### config.mk
export PLATFORM = sky130hd
export DESIGN_NAME = demultiplex1_8_seq
export DESIGN_NICKNAME = d
export VERILOG_FILES = /design/src/rtl/demultiplex1_8_seq.sv
export SDC_FILE = /design/constraint.sdc
export NUM_CORES = 1
export LEC_CHECK = 0
export ABC_CLOCK_PERIOD_IN_PS = 3450
export CAP_MARGIN = 15
export CORE_UTILIZATION = 54
export CTS_CLUSTER_DIAMETER = 150
export DETAILED_ROUTE_END_ITERATION = 8
export GPL_ROUTABILITY_DRIVEN = 0
export PLACE_DENSITY = 0.82
export SLEW_MARGIN = 15
export SYNTH_ARGS = -nofsm -noshare
export SYNTH_HDL_FRONTEND = slang
export SYNTH_SLANG_ARGS = --single-unit
### constraint.sdc
create_clock -name clk -period 3.45 [get_ports clk]
set_input_delay 0.8625 -clock clk [delete_from_list [all_inputs] [get_ports clk]]
set_output_delay 0.8625 -clock clk [all_outputs]
set_load 0.005 [all_outputs]
### src/rtl/demultiplex1_8_seq.sv
// Sequential 1:8 demultiplexer / deserializer: steers a framed serial bit stream into an 8-bit word.
// Optional macro DEMUX_TRISTATE_EN: Y floats and DONE/ERR are forced low while EN=1.
module demultiplex1_8_seq #(
   parameter bit LSB_FIRST   = 1'b1,
   parameter bit ERR_RESTART = 1'b1
) (
   input  logic       clk,
   input  logic       rst,
   input  logic       EN,
   input  logic       SYNC,
   input  logic       V,
   input  logic       D,
   output logic [2:0] S,
   output logic [7:0] Y,
   output logic       DONE,
   output logic       ERR
);

   typedef enum logic {
      IDLE    = 1'b0,
      COLLECT = 1'b1
   } state_t;

   localparam logic [7:0] START_MASK = LSB_FIRST ? 8'h01 : 8'h80;

   state_t     state_reg, state_next;
   logic [2:0] slot_reg, slot_next;
   logic [7:0] shift_reg, shift_next;
   logic [7:0] y_reg, y_next;
   logic       done_reg, done_next;
   logic       err_reg, err_next;

   logic [7:0] wr_mask;
   logic [7:0] written_word;
   logic [7:0] start_word;
   logic       start_frame;
   logic       normal_bit;

   // One-hot bit position written by the current slot, remapped by bit order.
   for (genvar gi = 0; gi < 8; gi++) begin : g_slot_map
      localparam int POS = LSB_FIRST ? gi : 7 - gi;
      assign wr_mask[POS] = (slot_reg == 3'(gi));
   end

   assign written_word = (shift_reg & ~wr_mask) | ({8{D}} & wr_mask);
   assign start_word   = {8{D}} & START_MASK;

   // A SYNC mid-frame only starts a new frame when restart is enabled.
   assign start_frame = !EN && V && SYNC &&
                        ((state_reg == IDLE) || ERR_RESTART);
   assign normal_bit  = !EN && V && (state_reg == COLLECT) &&
                        !(SYNC && ERR_RESTART);

   always_ff @(posedge clk) begin
      if (rst) begin
         state_reg <= IDLE;
         slot_reg  <= 3'd0;
         shift_reg <= 8'h00;
         y_reg     <= 8'h00;
         done_reg  <= 1'b0;
         err_reg   <= 1'b0;
      end else begin
         state_reg <= state_next;
         slot_reg  <= slot_next;
         shift_reg <= shift_next;
         y_reg     <= y_next;
         done_reg  <= done_next;
         err_reg   <= err_next;
      end
   end

   always_comb begin
      state_next = state_reg;
      if (EN) begin
         state_next = IDLE;
      end else if (V) begin
         case (state_reg)
            IDLE: begin
               if (SYNC) state_next = COLLECT;
            end
            COLLECT: begin
               if (SYNC && ERR_RESTART) state_next = COLLECT;
               else if (slot_reg == 3'd7) state_next = IDLE;
            end
            default: state_next = IDLE;
         endcase
      end
   end

   always_comb begin
      slot_next  = slot_reg;
      shift_next = shift_reg;
      y_next     = y_reg;
      done_next  = 1'b0;
      err_next   = 1'b0;
      if (EN) begin
         slot_next  = 3'd0;
         shift_next = 8'h00;
      end else if (start_frame) begin
         shift_next = start_word;
         slot_next  = 3'd1;
         err_next   = (state_reg == COLLECT);
      end else if (normal_bit) begin
         shift_next = written_word;
         err_next   = SYNC;
         if (slot_reg == 3'd7) begin
            y_next    = written_word;
            done_next = 1'b1;
            slot_next = 3'd0;
         end else begin
            slot_next = slot_reg + 3'd1;
         end
      end
   end

   assign S = slot_reg;

`ifdef DEMUX_TRISTATE_EN
   assign Y    = EN ? 8'bz : y_reg;
   assign DONE = EN ? 1'b0 : done_reg;
   assign ERR  = EN ? 1'b0 : err_reg;
`else
   assign Y    = y_reg;
   assign DONE = done_reg;
   assign ERR  = err_reg;
`endif

endmodule

==> impl_metrics.py, run 1 <==
metrics = {
    "clock_network": {
        "clk_latency_ns": 0.30,
        "ctsHtreeMaxLevel": 1,
        "clock_tree_buffer_depth": 2,
        "ctsRootBufferMaster": "clkbuf_4",
        "tritoncts": "yes",
        "cts_hold_buf": 0,
        "postCtsResizedCells": 0,
        "cts_post_setup_buffers_inserted": 0,
        "clock_sink_count": 21,
        "cts_buffers": 3,
        "clk_pin_slew_worst_paths_ns": 0.12,
    },
    "pwr": {
        "power_leakage_nw": 0.432,
        "power_density_mw_per_mm2": 319,
        "irDropWorstVdd_mv": 0.186,
    },
    "floorplanning": {
        "die_area_mm2": 0.00207,
        "floorplan.rows": 15,
        "die_y_um": 45.5,
        "initial_core_util_pct": 58.6,
        "dieWidth_um": 45.5,
        "io-pin-count": 19,
        "fp.coreArea_mm2": 0.00175,
    },
    "finish": {
        "finalNonFillerCells": 154,
        "largest_register_ffs": 8,
        "syn_to_final_growth_pct": 19.4,
        "fin_nets": 142,
        "stdcell_area_mm2": 0.00122,
        "layout-drive-gt1-share_pct": 3.88,
        "n_antenna_cell": 0,
    },
    "synthesis": {
        "synth-edff-count": 0,
        "synth_top_cells_by_area": "dfxtp_1, mux2i_1, a211oi_1",
        "synth-warning-count": 0,
        "ys_seq_area_share_pct": 41.1,
        "ys_async_sr_fraction_pct": 0,
        "synthesis.nets": 125,
        "synth_top_area_cell": "dfxtp_1",
        "synth_cell_types": 26,
        "syn_area_mm2": 0.00102,
        "syn-mean-instance-area_um2": 9.06,
        "syn-instance-count": 113,
        "synth_seq_cells": 21,
        "synth.top_cell.area_share_pct": 41.1,
        "synth_flop_cell": "dfxtp_1",
    },
    "hold_path": {
        "hp-class": "flop to flop",
        "hold_path.startpoint": "shift_reg[0]",
    },
    "worst_setup_path": {
        "critPathCaptureType": "output port",
        "crit_path_top_delay_cell": "clkdlybuf4s50_1",
        "worst-setup-path-type": "flop to output port",
        "r2r-start": "S[0]",
        "crit_arrival_ns": 1.42,
        "timing.critical_path.from": "S[2]",
        "cp.required_ns": 2.59,
        "critical_path_buf_inv_count": 1,
        "startpoint_type": "flop",
        "timing.critical_path.fanout_max": 11,
        "cp_slowest_stage_delay_ns": 0.57,
        "critical-path-top-delay-family": "buffers and inverters",
        "cp_cell_sequence": "clkdlybuf4s50_1",
    },
    "routing": {
        "drt-met1-wl_um": 982,
        "via_per_instance_ratio": 5.56,
        "dr.first_iter.drc_count": 13,
        "met2_wirelength_um": 869,
        "drt_wl_total_mm": 1.95,
        "met3WireLength_um": 69,
        "remaining_drc_errors": 0,
        "final_antenna_net_count": 0,
        "routedWlPerCell_um": 12.7,
        "top_layer": "met4",
        "first_pass_iters": 4,
        "routed-via-count": 857,
    },
    "timing": {
        "timing_worst_slew_pin_value_ns": 0.510,
        "post_route_clock_skew_ns": 0.00392,
        "finalHoldViolations": 0,
        "final_period_minus_worst_setup_slack_ns": 2.29,
        "max_slew_margin_pct": 65.8,
        "setup_viol": 0,
        "totalNegativeSetupSlack_ns": 0,
        "rsz0062_at_grt": "false",
        "drv_slew": 0,
        "maxClockFrequency_mhz": 437,
        "fin_crit_sh_pct": 66.3,
    },
    "global_route": {
        "initial_antenna_violation_count": 0,
        "grt_pass1_vias": 693,
        "grt_max_degree": 22,
        "grt_pass1_wl_mm": 3.12,
        "grt.total_usage_pct": 21.3,
        "gr-total-overflow": 0,
    },
    "placement": {
        "placed_cells": 150,
        "post-dp-hpwl_mm": 1.46,
        "postPlaceCellArea_mm2": 0.00120,
        "io_buffers": 18,
    },
    "run_status": {
        "outcome": "finished, final reports clean",
    },
    "job": {
        "maxCapViolations": 0,
    },
}
logic make-up (layout without fill, tap and decap cells):
kind of cell,after synthesis,after routing,share of synthesized area (%)
flip-flops,21,21,41.1
buffers and inverters,11,27,5.62
AND/OR/NAND/NOR,38,38,19.4
adder cells (fa/ha/maj),6,6,7.33
AO/OA/AOI/OAI,27,27,16.7
multiplexers,10,10,9.78
final timing paths:
check                      end  slack (ns)  cells past startpoint
setup / recovery          S[2]        1.16                      1
hold / removal    shift_reg[0]        0.47                      2
setup reg to reg          Y[6]        1.62                      5
hold reg to reg   shift_reg[0]        0.47                      2
report_power, final:
group | switching, mW | internal (mW)
Combinational | 0.0142 | 0.0113
Clock | 0.0744 | 0.0451
Sequential | 0.00123 | 0.244
metal layers:
| layer | vias to the layer above | GRT usage (%) |
|---|---|---|
| met5 | - | 0 |
| met4 | 0 | 7.27 |
| met3 | 5 | 4.76 |
| met2 | 28 | 32.9 |
| met1 | 385 | 29.2 |
| li1 | 439 | - |
Yosys cell counts, types with 2 or more instances:
master	count
nor2b_1	4
nand3_1	6
nor2_1	7
mux2i_1	10
a21oi_1	9
ha_1	6
inv_1	5
clkbuf_1	2
buf_4	2
dfxtp_1	21
nand2_1	13
a211oi_1	11
o21ai_0	4
layout by cell type (no fill, tap or decap), types with 3 or more instances in the layout:
master / instances
a211oi_1: 11
mux2i_1: 10
inv_1: 5
dfxtp_1: 21
clkbuf_4: 3
ha_1: 6
o21ai_0: 4
nor2_1: 7
nand3_1: 6
a21oi_1: 9
nand2_1: 13
nor2b_1: 4
clkdlybuf4s50_1: 18
final cells by class:
| class | instances | area, um^2 |
|---|---|---|
| inverters | 5 | 18.8 |
| repair buffers | 18 | 180 |
| flip-flops and latches | 21 | 420 |
| multi-input cells | 81 | 546 |
| clock buffers | 4 | 26.3 |
| fillers | 145 | 523 |
| well taps | 25 | 31.3 |
stage by stage:
| stage | utilization, % | hold WS (ns) | setup WS [ns] | power (mW) |
|---|---|---|---|---|
| floorplan | - | 0.437 | 1.80 | 0.263 |
| global placement | 68.5 | 0.450 | 1.11 | 0.274 |
| detailed placement | 68.5 | 0.461 | 1.06 | 0.275 |
| CTS | 70.0 | 0.477 | 1.16 | 0.390 |
| global route | 70.0 | 0.504 | 1.11 | 0.405 |
| finish | 70.0 | 0.473 | 1.16 | 0.390 |
tightest hold or removal path, delay by kind of cell (launching register included):
family,cells,cell delay [ns]
DFF,1,0.33
muxes,1,0.06
and+or+nand+nor,1,0.05
Power figures use the tool's default switching activity.
==> run 2, diff against run 1 <==
Settings changed: ABC_CLOCK_PERIOD_IN_PS 3450 to 2200, CORE_UTILIZATION 54 to 50, PLACE_DENSITY 0.82 to 0.77.
Clock period 3.45 ns to 2.2 ns, I/O delays scaled along.
==> run 2 against run 1 <==
Flip-flop and latch count stayed put. First-iteration DRC count decreased by 23%. Via count up 1.8%. Clock power grew 55%. Largest power group unchanged.
==> impl_metrics.py, run 2 (synthesis gave the netlist of run 1 again) <==
metrics = {
    "routing": {
        "remaining_drc_errors": 0,
        "dr.first_iter.drc_count": 10,
        "routed-via-count": 872,
        "final_antenna_net_count": 0,
        "via_per_instance_ratio": 5.48,
        "first_pass_iters": 4,
        "drt_wl_total_mm": 2.22,
        "routedWlPerCell_um": 13.9,
    },
    "timing": {
        "final_period_minus_worst_setup_slack_ns": 1.98,
        "post_route_clock_skew_ns": 0.00635,
        "rsz0062_at_grt": "false",
        "setup_ws_ns": 0.221,
        "drv_slew": 0,
        "finalHoldViolations": 0,
        "totalNegativeSetupSlack_ns": 0,
        "fin_crit_sh_pct": 90.0,
        "timing_worst_slew_pin_value_ns": 0.571,
        "worst_hold_slack_ns": 0.474,
        "maxClockFrequency_mhz": 505,
        "setup_viol": 0,
        "max_slew_margin_pct": 61.7,
    },
    "floorplanning": {
        "fp.coreArea_mm2": 0.00194,
        "io-pin-count": 19,
        "die_y_um": 47.2,
        "dieWidth_um": 47.2,
        "die_area_mm2": 0.00223,
        "floorplan.rows": 16,
        "initial_core_util_pct": 52.7,
    },
    "worst_setup_path": {
        "timing.critical_path.fanout_max": 11,
        "startpoint_type": "flop",
        "crit_arrival_ns": 1.43,
        "cp_slowest_stage_delay_ns": 0.57,
        "critical-path-top-delay-family": "buffers and inverters",
        "cp_cell_sequence": "clkdlybuf4s50_1",
        "worst-setup-path-type": "flop to output port",
        "critPathCaptureType": "output port",
        "worst_r2r_end": "Y[5]",
        "worstRegToRegCells": 5,
        "r2r-start": "S[0]",
        "crit_path_top_delay_cell": "clkdlybuf4s50_1",
        "cp.required_ns": 1.65,
        "ff2ff_setup_slack_ns": 0.62,
        "critical_path_buf_inv_count": 1,
    },
    "clock_network": {
        "clock_sink_count": 21,
        "clock_tree_buffer_depth": 2,
        "postCtsResizedCells": 0,
        "clk_pin_slew_worst_paths_ns": 0.12,
        "cts_hold_buf": 0,
        "cts_buffers": 3,
        "cts_post_setup_buffers_inserted": 0,
        "ctsRootBufferMaster": "clkbuf_4",
        "clk_latency_ns": 0.31,
        "ctsHtreeMaxLevel": 1,
        "tritoncts": "yes",
    },
    "global_route": {
        "grt_max_degree": 22,
        "gr-total-overflow": 0,
        "grt_pass1_wl_mm": 3.54,
        "initial_antenna_violation_count": 0,
        "grt_pass1_vias": 826,
        "grt.total_usage_pct": 23.1,
    },
    "hold_path": {
        "whs_path_depth": 2,
        "hold_path.startpoint": "shift_reg[2]",
        "hp-class": "flop to flop",
        "whs_endpoint": "shift_reg[2]",
    },
    "finish": {
        "syn_to_final_growth_pct": 22.0,
        "fin_nets": 145,
        "layout.cells.most_common_list": "dfxtp_1, clkdlybuf4s50_1, nand2_1",
        "n_antenna_cell": 0,
        "stdcell_area_mm2": 0.00125,
        "layout-drive-gt1-share_pct": 6.82,
        "most_common_cell_after_layout_fill_and_taps_aside": "dfxtp_1",
        "finish.utilization_pct": 64.3,
        "final.fill_count": 178,
        "register_area_um2": 420,
        "multi_input_area_um2": 546,
        "largest_register_ffs": 8,
    },
    "pwr": {
        "irDropWorstVdd_mv": 0.342,
        "power_density_mw_per_mm2": 490,
        "power_leakage_nw": 0.449,
    },
    "run_status": {
        "outcome": "finished, final reports clean",
    },
    "placement": {
        "io_buffers": 18,
        "post-dp-hpwl_mm": 1.66,
        "postPlaceCellArea_mm2": 0.00122,
        "setup_slack_at_placement_ns": 0.132,
    },
    "job": {
        "maxCapViolations": 0,
    },
}
[run 2: cell count changes in the layout (fill, tap and decap cells not counted)]
| cell | previous run | this run |
|---|---|---|
| buf_4 | 0 | 3 |
| clkbuf_1 | 1 | 0 |
| clkinv_2 | 0 | 1 |
[run 2: worst max-delay path by stage]
| stage | slack (ns) | depth (start not counted) | from | to |
|---|---|---|---|---|
| CTS | 0.21 | 1 | S[2] | S[2] |
| detailed placement | 0.13 | 4 | SYNC | S[0] |
| finish | 0.22 | 1 | S[2] | S[2] |
| global route | 0.14 | 1 | S[2] | S[2] |
| floorplan | 0.79 | 6 | S[0] | Y[1] |
| global placement | 0.21 | 4 | SYNC | S[0] |
[run 2: cell type report]
cell class | instances | share of cell area, %
Sequential cell | 21 | 33.7
Tap cell | 27 | 2.71
Clock inverter | 1 | 0.401
Multi-Input combinational cell | 81 | 43.7
Timing Repair Buffer | 21 | 16.2
Clock buffer | 3 | 1.80
Inverter | 5 | 1.50
[run 2: metrics by stage]
stage / power [mW] / cells
floorplan: 0.413 / 113
global placement: 0.432 / 155
detailed placement: 0.434 / 155
CTS: 0.618 / 159
global route: 0.643 / 159
finish: 0.612 / 159
[run 2: where the power goes]
part / internal (mW) / leakage [nW] / switching (mW)
clock network: 0.0678 / 0.0177 / 0.118
registers: 0.382 / 0.169 / 0.00189
logic: 0.0190 / 0.262 / 0.0233
total: 0.469 / 0.449 / 0.143
[run 2: metal layers]
metal  vias to the layer above  GRT usage, %  wire, um
met2                        20          40.3      1130
met3                         5          5.38        65
li1                        434             -         -
met1                       413          26.5       996
met4                         0          10.9        30
met5                         -             0         0
